**src/rtl/frame_pkg.sv**
```systemverilog
// Shared constants and FSM state type for the frame read path and frame_fifo users.
package frame_pkg;

    localparam int DATA_W     = 256;
    localparam int FIFO_DEPTH = 256;
    localparam int MAX_BURST  = 16;

    typedef enum logic [2:0] {
        IDLE,
        CHECK,
        ISSUE,
        DRAIN,
        FINISH
    } frc_state_t;

endpackage

```
**src/rtl/frame_read_ctrl.sv**
```systemverilog
// Issues Avalon-MM burst reads for one frame and streams the returned beats into frame_fifo,
// holding off each burst until the FIFO is guaranteed to have room for it.
module frame_read_ctrl #(
    parameter int ADDR_W     = 29,
    parameter int DATA_W     = frame_pkg::DATA_W,
    parameter int WORDS_W    = 20,
    parameter int MAX_BURST  = frame_pkg::MAX_BURST,
    parameter int BC_W       = 5,
    parameter int FIFO_DEPTH = frame_pkg::FIFO_DEPTH,
    parameter int USEDW_W    = 8,
    parameter int SLACK      = 4
) (
    input  logic               clk,
    input  logic               rst,
    input  logic               start_i,
    input  logic [ADDR_W-1:0]  frame_base_i,
    input  logic [WORDS_W-1:0] frame_words_i,
    output logic               busy_o,
    output logic               done_o,
    output logic               err_o,
    output logic [ADDR_W-1:0]  avm_address_o,
    output logic               avm_read_o,
    output logic [BC_W-1:0]    avm_burstcount_o,
    input  logic               avm_waitrequest_i,
    input  logic               avm_readdatavalid_i,
    input  logic [DATA_W-1:0]  avm_readdata_i,
    output logic [DATA_W-1:0]  fifo_data_o,
    output logic               fifo_wrreq_o,
    input  logic [USEDW_W-1:0] fifo_wrusedw_i,
    input  logic               fifo_wrfull_i
);
    import frame_pkg::*;

    localparam int OUT_W = USEDW_W + 1;
    // Two extra bits so usedw + outstanding + burst can never wrap before the compare.
    localparam int SUM_W = USEDW_W + 2;
    localparam logic [SUM_W-1:0] LIMIT = SUM_W'(FIFO_DEPTH - SLACK);

    frc_state_t         state_q;
    logic [ADDR_W-1:0]  addr_q;
    logic [WORDS_W-1:0] remain_q;
    logic [OUT_W-1:0]   outstanding_q, outstanding_d;
    logic [BC_W-1:0]    bc_q;
    logic               rd_q;
    logic               busy_q;
    logic               done_q;
    logic               err_q;
    logic               wr_q;
    logic [DATA_W-1:0]  data_q;

    logic [BC_W-1:0]    burst;
    logic [SUM_W-1:0]   need;
    logic               fits;
    logic               accept;
    logic               beat_ok;
    logic               err_evt;

    always_comb begin
        burst = (remain_q >= WORDS_W'(MAX_BURST)) ? BC_W'(MAX_BURST) : remain_q[BC_W-1:0];
        need  = SUM_W'(fifo_wrusedw_i) + SUM_W'(outstanding_q) + SUM_W'(burst);
        fits  = (need <= LIMIT);
        accept  = rd_q && !avm_waitrequest_i;
        // A beat with nothing outstanding is unsolicited; it is dropped, not written.
        beat_ok = avm_readdatavalid_i && (outstanding_q != '0);
        err_evt = (avm_readdatavalid_i && (outstanding_q == '0)) || (wr_q && fifo_wrfull_i);
        outstanding_d = outstanding_q
                      + (accept  ? OUT_W'(bc_q) : '0)
                      - (beat_ok ? OUT_W'(1)    : '0);
    end

    always_ff @(posedge clk) begin
        if (rst) begin
            wr_q          <= 1'b0;
            data_q        <= '0;
            outstanding_q <= '0;
        end else begin
            wr_q          <= beat_ok;
            data_q        <= avm_readdata_i;
            outstanding_q <= outstanding_d;
        end
    end

    always_ff @(posedge clk) begin
        if (rst) begin
            state_q  <= IDLE;
            addr_q   <= '0;
            remain_q <= '0;
            bc_q     <= '0;
            rd_q     <= 1'b0;
            busy_q   <= 1'b0;
            done_q   <= 1'b0;
            err_q    <= 1'b0;
        end else begin
            done_q <= 1'b0;
            if (err_evt) begin
                err_q <= 1'b1;
            end
            case (state_q)
                IDLE: begin
                    if (start_i) begin
                        addr_q   <= frame_base_i;
                        remain_q <= frame_words_i;
                        busy_q   <= 1'b1;
                        err_q    <= err_evt;
                        state_q  <= (frame_words_i == '0) ? FINISH : CHECK;
                    end
                end
                CHECK: begin
                    if (fits) begin
                        rd_q    <= 1'b1;
                        bc_q    <= burst;
                        state_q <= ISSUE;
                    end
                end
                ISSUE: begin
                    if (!avm_waitrequest_i) begin
                        rd_q     <= 1'b0;
                        addr_q   <= addr_q + ADDR_W'(bc_q);
                        remain_q <= remain_q - WORDS_W'(bc_q);
                        state_q  <= (remain_q == WORDS_W'(bc_q)) ? DRAIN : CHECK;
                    end
                end
                DRAIN: begin
                    // The last beat still sits in the output register for one cycle.
                    if ((outstanding_q == '0) && !wr_q) begin
                        state_q <= FINISH;
                    end
                end
                FINISH: begin
                    done_q  <= 1'b1;
                    busy_q  <= 1'b0;
                    state_q <= IDLE;
                end
                default: state_q <= IDLE;
            endcase
        end
    end

    assign busy_o           = busy_q;
    assign done_o           = done_q;
    assign err_o            = err_q;
    assign avm_address_o    = addr_q;
    assign avm_read_o       = rd_q;
    assign avm_burstcount_o = bc_q;
    assign fifo_data_o      = data_q;
    assign fifo_wrreq_o     = wr_q;

endmodule
```
**config.mk**
```make
export PLATFORM = sky130hd
export DESIGN_NAME = frame_read_ctrl
export DESIGN_NICKNAME = d
export VERILOG_FILES = /design/src/rtl/frame_pkg.sv /design/src/rtl/frame_read_ctrl.sv
export SDC_FILE = /design/constraint.sdc
export NUM_CORES = 1
export LEC_CHECK = 0
export BUFFER_PORTS_ARGS = -buffer_cell sky130_fd_sc_hd__buf_2
export CAP_MARGIN = 10
export CORE_AREA = 2 2 240 242
export DETAILED_ROUTE_END_ITERATION = 16
export DIE_AREA = 0 0 242 244
export GPL_ROUTABILITY_DRIVEN = 0
export PLACE_DENSITY = 0.49
export SKIP_LAST_GASP = 1
export SYNTH_ARGS = -nofsm -noshare
export SYNTH_HDL_FRONTEND = slang
export SYNTH_SLANG_ARGS = --single-unit
```
**constraint.sdc**
```tcl
create_clock -name clk -period 3.55 [get_ports clk]
set_input_delay 0.1775 -clock clk [delete_from_list [all_inputs] [get_ports clk]]
set_output_delay 0.1775 -clock clk [all_outputs]
set_load 0.1 [all_outputs]
```
==> flow_summary.json, run 1 <==
{
  "h-tree-depth": 2,
  "antenna_found_initial": 17,
  "synth_warnings": 0,
  "num_rows": 87,
  "finalSetupTns_ns": 0,
  "dp_slack_ns": -0.295,
  "timing.slew.headroom_pct": 40.4,
  "finish.instance_area_sq_mm": 0.0206,
  "hold_viol": 0,
  "cap_violations": 0,
  "ys_types": 74,
  "synth.yosys.seq_area_share_pct": 54.6,
  "numClockSinks": 327,
  "syn_area_sq_mm": 0.0120,
  "ys.flop_type": "dfxtp_1",
  "grt_usage_pct": 16.8,
  "die_y_um": 244,
  "critPathLaunchType": "flop",
  "clock_skew_ns": 0.0101,
  "worstHoldStart": "avm_readdatavalid_i",
  "status": "finished clean",
  "cts_made_buffers": 40,
  "avgSynthCellArea_sq_um": 10.1,
  "grt_overflow_total": 0,
  "drt_wl_total_um": 52500,
  "placed_cells": 2529,
  "synth-async-reset-ratio_pct": 0,
  "ios": 614,
  "dr_total_vias": 12221,
  "crit_path_end_kind": "flop",
  "total_power_mw": 14.0,
  "drt-pass1-iter-count": 5,
  "path_max_fanout": 7,
  "syn-num-nets": 1545,
  "wl_per_cell_um": 18.0,
  "first_global_vias": 12687,
  "place_area_sq_mm": 0.0160,
  "clock-root-buffer": "clkbuf_16",
  "ant_nets": 0,
  "grt_max_degree": 135,
  "max_freq_ghz": 0.291,
  "area_growth_pct": 71.9,
  "drive_above_1_share_pct": 36.1,
  "coreArea_sq_mm": 0.0562,
  "post-route-period-util_pct": 96.9,
  "crit_type": "flop to flop",
  "grt_pass1_wl_um": 76400,
  "rsz0062_at_grt": "yes",
  "start_util_pct": 21.4,
  "finalMaxSlewViolations": 0,
  "power.density_mw_per_mm2": 680,
  "clk_latency_ns": 0.55,
  "synth_seq_cells": 327,
  "fin_crit_ns": 3.44,
  "layout_common_cells": "612 x buf_2, 324 x dfxtp_1, 294 x dlygate4sd3_1",
  "required_ns": 4.03,
  "crit_arrival_ns": 3.92,
  "tightest_slew_ns": 0.892,
  "clk_path_buf_depth": 3,
  "cp-startpoint": "remain_q[18]$_SDFFE_PP0P_",
  "hp-class": "primary input to flop",
  "io_buffers": 613,
  "timing.rr.start": "remain_q[18]$_SDFFE_PP0P_",
  "final_cell_count_no_fill": 2914,
  "fin_ws_ns": 0.109,
  "drc": 0,
  "dp_hpwl_um": 39300,
  "cts_tree": "built",
  "fin_nets": 2480,
  "die_area_sq_mm": 0.0590,
  "synth_cells": 1182,
  "drt_iter0_markers": 488,
  "fillerInstances": 5648,
  "p_leak_nw": 9.41,
  "clk_pin_slew_ns": 0.06,
  "final_util_pct": 36.7,
  "viasPerCell": 4.19,
  "dieWidth_um": 242,
  "irDropWorstVdd_mv": 0.432,
  "holdWs_ns": 0.0397,
  "synth-edff-count": 0,
  "final_common_cell": "buf_2",
  "setup_viol": 0
}
## per-layer routing
| layer | part of all wire [%] | vias to the layer above | track usage [%] |
|---|---|---|---|
| li1 | - | 5887 | - |
| met1 | 41 | 5746 | 20.4 |
| met2 | 48 | 493 | 28.9 |
| met3 | 7.6 | 89 | 4.60 |
| met4 | 2.7 | 6 | 5.01 |
| met5 | 0.080 | - | 0 |
## flip-flops by register name, indices dropped and copies added (netlist names)
name              cells
busy_o                1
avm_address_o        29
fifo_data_o         256
err_o                 1
done_o                1
avm_read_o            1
avm_burstcount_o      5
fifo_wrreq_o          1
outstanding_q         9
state_q               3
remain_q             20
## Yosys cell counts, drive strengths merged (14+ instances only)
master	count	share of area (%)
a211oi	20	1.3
o21ai	29	1.2
a311oi	14	1.0
clkbuf	49	2.1
a21oi	37	1.6
dfxtp	327	55
nor4	19	0.99
inv	42	1.3
ha	35	3.7
nor3	33	1.5
nor2	77	2.6
nand2	52	1.6
nor2b	271	14
## cells by family after synthesis
| group | share of synthesized area [%] |
|---|---|
| compound gates | 9.93 |
| xor+xnor | 0.949 |
| fa+ha+maj | 5.15 |
| buf+inv | 3.70 |
| flops | 54.6 |
| mux | 0.751 |
| simple gates | 24.9 |
## worst max-delay path, cell delays in order, from the launching register on
cell,delay (ns)
dfxtp_4,0.36
nor4_4,0.28
nand2b_1,0.14
buf_6,0.14
nor4_4,0.19
buf_4,0.16
fa_2,0.44
ha_4,0.18
inv_2,0.05
fa_2,0.43
a21oi_2,0.12
nand4_1,0.15
or3_4,0.40
a41o_1,0.20
a21oi_1,0.11
## power by group
| part | internal (mW) | switching [mW] |
|---|---|---|
| clock | 2.71 | 1.70 |
| sequential | 4.04 | 0.291 |
| combinational | 1.67 | 3.60 |
| total | 8.42 | 5.59 |
## what timing repair did
| item | CTS | global route |
|---|---|---|
| resized for setup | 11 | 23 |
| hold buffers | 294 | 0 |
| pin swaps | 5 | 18 |
| setup buffers | 0 | 8 |
| endpoints found under the setup margin | 8 | 8 |
| hold endpoints to repair | 293 | 0 |
| gates cloned | 0 | 0 |
## final timing paths
| kind | end | slack [ns] | cells after the start |
|---|---|---|---|
| setup / recovery | avm_burstcount_o[4]$_SDFFE_PP0P_ | 0.11 | 14 |
| hold / removal | fifo_wrreq_o$_SDFF_PP0_ | 0.04 | 3 |
| setup reg to reg | avm_burstcount_o[4]$_SDFFE_PP0P_ | 0.11 | 14 |
| hold reg to reg | remain_q[10]$_SDFFE_PP0P_ | 0.49 | 2 |
## final cells by class
type	instances	area [sq um]	area share, %
Clock inverter	17	256	1.24
Sequential cell	327	6550	31.8
Tap cell	756	946	4.59
Multi-Input combinational cell	757	5140	24.9
Timing Repair Buffer	949	6350	30.8
Antenna cell	10	25.0	0.121
Clock buffer	56	1180	5.73
Inverter	42	158	0.765
No activity file was read; power rests on OpenSTA's default activity.
==> inputs of run 2 (changes only) <==
- CELL_PAD_IN_SITES_DETAIL_PLACEMENT: unset -> 0
- CELL_PAD_IN_SITES_GLOBAL_PLACEMENT: unset -> 1
- CORE_AREA: 2 2 240 242 -> 2 2 242 244
- DIE_AREA: 0 0 242 244 -> 0 0 244 246
- PLACE_DENSITY: 0.49 -> 0.61
==> flow_summary.json, run 2 (synthesis gave the netlist of run 1 again) <==
{
  "total_power_mw": 13.6,
  "post-route-period-util_pct": 97.7,
  "layout_common_cells": "612 x buf_2, 326 x dfxtp_1, 289 x dlygate4sd3_1",
  "drt_wl_total_um": 50200,
  "finalSetupTns_ns": 0,
  "timing.slew.headroom_pct": 31.3,
  "placed_cells": 2542,
  "hold_viol": 0,
  "grt_overflow_total": 0,
  "cts_tree": "built",
  "finalMaxSlewViolations": 0,
  "viasPerCell": 4.15,
  "final_cell_count_no_fill": 2905,
  "place_area_sq_mm": 0.0161,
  "drt_iter0_markers": 434,
  "timing.rr.start": "remain_q[14]$_SDFFE_PP0P_",
  "p_leak_nw": 9.31,
  "grt_max_degree": 176,
  "drive_above_1_share_pct": 36.2,
  "wl_per_cell_um": 17.3,
  "io_buffers": 613,
  "first_global_vias": 12490,
  "power.density_mw_per_mm2": 668,
  "crit_path_end_kind": "flop",
  "fin_crit_ns": 3.47,
  "max_freq_ghz": 0.288,
  "die_y_um": 246,
  "cts_made_buffers": 39,
  "clk_pin_slew_ns": 0.05,
  "drt-pass1-iter-count": 5,
  "required_ns": 4.01,
  "numClockSinks": 327,
  "antenna_found_initial": 18,
  "coreArea_sq_mm": 0.0574,
  "status": "finished clean",
  "clock_skew_ns": 0.0231,
  "final_common_cell": "buf_2",
  "h-tree-depth": 2,
  "tightest_slew_ns": 1.03,
  "reg2reg_to": "avm_burstcount_o[4]$_SDFFE_PP0P_",
  "drc": 0,
  "min_to": "remain_q[11]$_SDFFE_PP0P_",
  "fin_nets": 2473,
  "clk_latency_ns": 0.55,
  "ios": 614,
  "area_growth_pct": 70.4,
  "irDropWorstVdd_mv": 0.511,
  "ant_nets": 0,
  "largest_reg_flops": 256,
  "finish.instance_area_sq_mm": 0.0204,
  "grt_pass1_wl_um": 72100,
  "dp_hpwl_um": 37600,
  "dieWidth_um": 244,
  "reg2reg_setup_slack_ns": 0.08,
  "holdWs_ns": 0.0404,
  "critPathLaunchType": "flop",
  "rsz0062_at_grt": "yes",
  "hp-class": "primary input to flop",
  "start_util_pct": 20.9,
  "grt_usage_pct": 15.6,
  "crit_type": "flop to flop",
  "holdPathStages": 3,
  "clock-root-buffer": "clkbuf_16",
  "dr_total_vias": 12052,
  "die_area_sq_mm": 0.0600,
  "worstHoldStart": "frame_words_i[11]",
  "num_rows": 88,
  "clk_path_buf_depth": 3,
  "crit_arrival_ns": 3.93,
  "cap_violations": 0,
  "reg2reg_depth": 17,
  "setup_viol": 0,
  "path_max_fanout": 7
}
-- run 2: repair_timing --
action,4_1_cts,5_1_grt
endpoints found under the hold margin,285,0
setup endpoints to repair,8,8
pin swaps,3,23
setup buffers,1,3
gates resized for setup,10,35
hold buffers,289,0
-- run 2: critical path, stage by stage (launching register included) --
cell	delay, ns
dfxtp_2	0.33
nor4_4	0.26
buf_4	0.16
nand3_4	0.10
nor3_2	0.18
buf_4	0.16
nand2_2	0.06
fa_2	0.33
inv_2	0.08
ha_4	0.14
inv_2	0.04
fa_2	0.40
nand2b_4	0.16
a21oi_4	0.16
xnor2_2	0.09
or3_4	0.43
a41o_1	0.21
a21oi_2	0.10
-- run 2: through the flow --
| stage | setup WS [ns] | util (%) |
|---|---|---|
| 5_1_grt | -0.0958 | 35.6 |
| 4_1_cts | -0.0164 | 35.3 |
| 3_3_place_gp | -0.187 | 28.0 |
| 6_report | 0.0832 | 35.6 |
| 3_5_place_dp | -0.228 | 28.0 |
| 2_1_floorplan | 0.0255 | - |
-- run 2: where the power goes --
group	internal, mW	switching [mW]	total [mW]
combinational	1.71	3.65	5.36
clock	2.35	1.61	3.96
sequential	4.04	0.278	4.32
total	8.11	5.54	13.6
-- run 2: worst max-delay path by stage --
stage / from / to / cells after the start
after CTS: remain_q[11]$_SDFFE_PP0P_ / state_q[1]$_SDFFE_PP0P_ / 15
after global routing: remain_q[14]$_SDFFE_PP0P_ / avm_burstcount_o[0]$_SDFFE_PP0P_ / 19
after floorplan: remain_q[11]$_SDFFE_PP0P_ / avm_burstcount_o[4]$_SDFFE_PP0P_ / 16
after global placement: remain_q[11]$_SDFFE_PP0P_ / state_q[1]$_SDFFE_PP0P_ / 15
final: remain_q[14]$_SDFFE_PP0P_ / avm_burstcount_o[4]$_SDFFE_PP0P_ / 17
after detailed placement: remain_q[11]$_SDFFE_PP0P_ / state_q[1]$_SDFFE_PP0P_ / 15
-- run 2: metal layers --
layer  track usage, %  wire length (um)  vias to the layer above
li1                 -                 -                     5844
met1             17.7             19600                     5615
met2             27.9             25400                      470
met3             4.01              3410                      121
met4             5.81              1850                        2
met5                0                16                        -
-- run 2: final cells by class --
cell class	instances	area, sq um
repair buffers	943	6310
diodes	6	15.0
flip-flops and latches	327	6550
fillers	5772	36900
multi-input cells	757	5200
well taps	765	957
inverters	42	158
clock inverters	12	134
clock buffers	53	1120
==> inputs of run 3 (changes only) <==
- CAP_MARGIN: 10 -> 5
- RECOVER_POWER: unset -> 100
==> flow_summary.json, run 3 (synthesis gave the netlist of run 1 again) <==
{
  "crit_arrival_ns": 3.93,
  "p_leak_nw": 8.21,
  "critPathTopFamily": "simple AND/OR/NAND/NOR gates",
  "layout_common_cells": "326 x dfxtp_1, 317 x buf_2, 305 x clkbuf_1",
  "dr_total_vias": 12038,
  "coreArea_sq_mm": 0.0574,
  "fin_ws_ns": 0.0757,
  "dp_slack_ns": -0.228,
  "dieWidth_um": 244,
  "timing.slew.headroom_pct": -134,
  "h-tree-depth": 2,
  "post-route-period-util_pct": 97.9,
  "timing.rr.start": "remain_q[8]$_SDFFE_PP0P_",
  "cp-startpoint": "remain_q[8]$_SDFFE_PP0P_",
  "cap_violations": 1,
  "clk_path_buf_depth": 3,
  "timing.critical_path.buf_inv": 3,
  "wl_per_cell_um": 17.3,
  "max_freq_ghz": 0.288,
  "finalSetupTns_ns": 0,
  "area_growth_pct": 66.8,
  "finalMaxSlewViolations": 176,
  "status": "complete, but fails checks",
  "clock-root-buffer": "clkbuf_16",
  "drive_above_1_share_pct": 22.0,
  "irDropWorstVdd_mv": 0.486,
  "clk_latency_ns": 0.55,
  "cp-endpoint": "avm_burstcount_o[4]$_SDFFE_PP0P_",
  "grt_max_degree": 176,
  "grt_overflow_total": 0,
  "first_global_vias": 12490,
  "num_rows": 88,
  "cts_made_buffers": 39,
  "io_buffers": 613,
  "clk_pin_slew_ns": 0.06,
  "holdWs_ns": 0.0233,
  "ant_nets": 0,
  "power.density_mw_per_mm2": 677,
  "p_clk_share_pct": 29.2,
  "rsz0062_at_grt": "yes",
  "crit_type": "flop to flop",
  "cp_cell_sequence": "nor3_1, nand3_4, nor3_2, buf_4, nand2_2, fa_2, inv_2, ha_4, inv_2, fa_2, nand2b_4, a21oi_4, xnor2_2, or3_4, a41o_1, a21oi_2",
  "antenna_found_initial": 17,
  "largest_reg_flops": 256,
  "die_area_sq_mm": 0.0600,
  "finish.instance_area_sq_mm": 0.0200,
  "final_common_cell": "dfxtp_1",
  "hold_viol": 0,
  "grt_usage_pct": 15.6,
  "reg2reg_to": "avm_burstcount_o[4]$_SDFFE_PP0P_",
  "violations": "max-capacitance violations, max-slew violations",
  "worst-path-stages": 16,
  "drc": 0,
  "path_max_fanout": 7,
  "p_comb_share_pct": 38.8,
  "reg2reg_depth": 16,
  "crit_path_end_kind": "flop",
  "fin_crit_ns": 3.47,
  "setup_viol": 0,
  "power.internal_mw": 8.02,
  "fillerInstances": 5916,
  "place_area_sq_mm": 0.0161,
  "start_util_pct": 20.9,
  "drt_iter0_markers": 374,
  "hp-class": "primary input to flop",
  "required_ns": 4.01,
  "numClockSinks": 327,
  "power_frac_seq_pct": 31.9,
  "crit_path_max_incr_delay_ns": 0.43,
  "ios": 614,
  "critPathLaunchType": "flop",
  "cpMaxStageDelayCell": "or3_4",
  "viasPerCell": 4.14,
  "tightest_slew_ns": 3.51,
  "drt_wl_total_um": 50300,
  "power.share.switching_pct": 40.8,
  "fin_nets": 2473,
  "die_y_um": 246,
  "dp_hpwl_um": 37600,
  "clock_skew_ns": 0.0249,
  "reg2reg_setup_slack_ns": 0.08,
  "cts_tree": "built",
  "grt_pass1_wl_um": 72100,
  "p_sw_mw": 5.53,
  "drt-pass1-iter-count": 5
}
run 3: cell count changes in the layout (fill, tap and decap cells not counted), sizes merged:
cell    before  now
buf        654  354
clkbuf      53  353
run 3: stage by stage:
step	utilization, %	power [mW]	cells
finish	34.9	13.6	2905
global route	34.9	14.2	2904
CTS	35.3	13.6	2897
detailed placement	28.0	9.20	2542
global placement	28.0	9.16	2542
floorplan	-	7.95	1182
run 3: routing by layer:
layer / global-route usage [%] / share of wire (%) / vias to the layer above
met5: 0 / 0.022 / -
met1: 17.7 / 39 / 5620
met2: 27.9 / 51 / 458
met3: 4.01 / 6.4 / 114
li1: - / - / 5844
met4: 5.81 / 3.3 / 2
run 3: power groups by stage:
stage | sequential [mW] | combinational, mW | clock [mW]
2_1_floorplan | 6.14 | 1.81 | 0
3_3_place_gp | 4.37 | 4.79 | 0
3_5_place_dp | 4.38 | 4.82 | 0
4_1_cts | 4.31 | 5.17 | 4.11
5_1_grt | 4.37 | 5.63 | 4.24
6_report | 4.33 | 5.26 | 3.96
run 3: area by class of cell:
cell class | instances | area [sq um] | share of cell area (%)
Timing Repair Buffer | 943 | 5900 | 29.5
Clock buffer | 53 | 1120 | 5.60
Sequential cell | 327 | 6550 | 32.7
Clock inverter | 12 | 134 | 0.669
Tap cell | 765 | 957 | 4.79
Antenna cell | 6 | 15.0 | 0.0751
Inverter | 42 | 158 | 0.788
Multi-Input combinational cell | 757 | 5180 | 25.9
run 3: worst min-delay path by stage:
stage | slack [ns] | start | cells past startpoint | end
after detailed placement | 0.39 | avm_readdata_i[38] | 2 | fifo_data_o[38]$_SDFF_PP0_
after CTS | 0.002 | frame_words_i[4] | 3 | remain_q[4]$_SDFFE_PP0P_
final | 0.02 | rst | 2 | fifo_data_o[127]$_SDFF_PP0_
after global routing | 0.01 | frame_words_i[11] | 3 | remain_q[11]$_SDFFE_PP0P_
after global placement | 0.38 | avm_readdata_i[255] | 2 | fifo_data_o[255]$_SDFF_PP0_
after floorplan | 0.31 | avm_readdata_i[0] | 1 | fifo_data_o[0]$_SDFF_PP0_
run 3: what timing repair did:
action                                  4_1_cts  5_1_grt
pin swaps                                     3       23
resized for setup                            10       35
endpoints found under the setup margin        8        8
endpoints found under the hold margin       285        0
setup buffers                                 1        3
gates cloned                                  0        0
hold buffers                                289        0
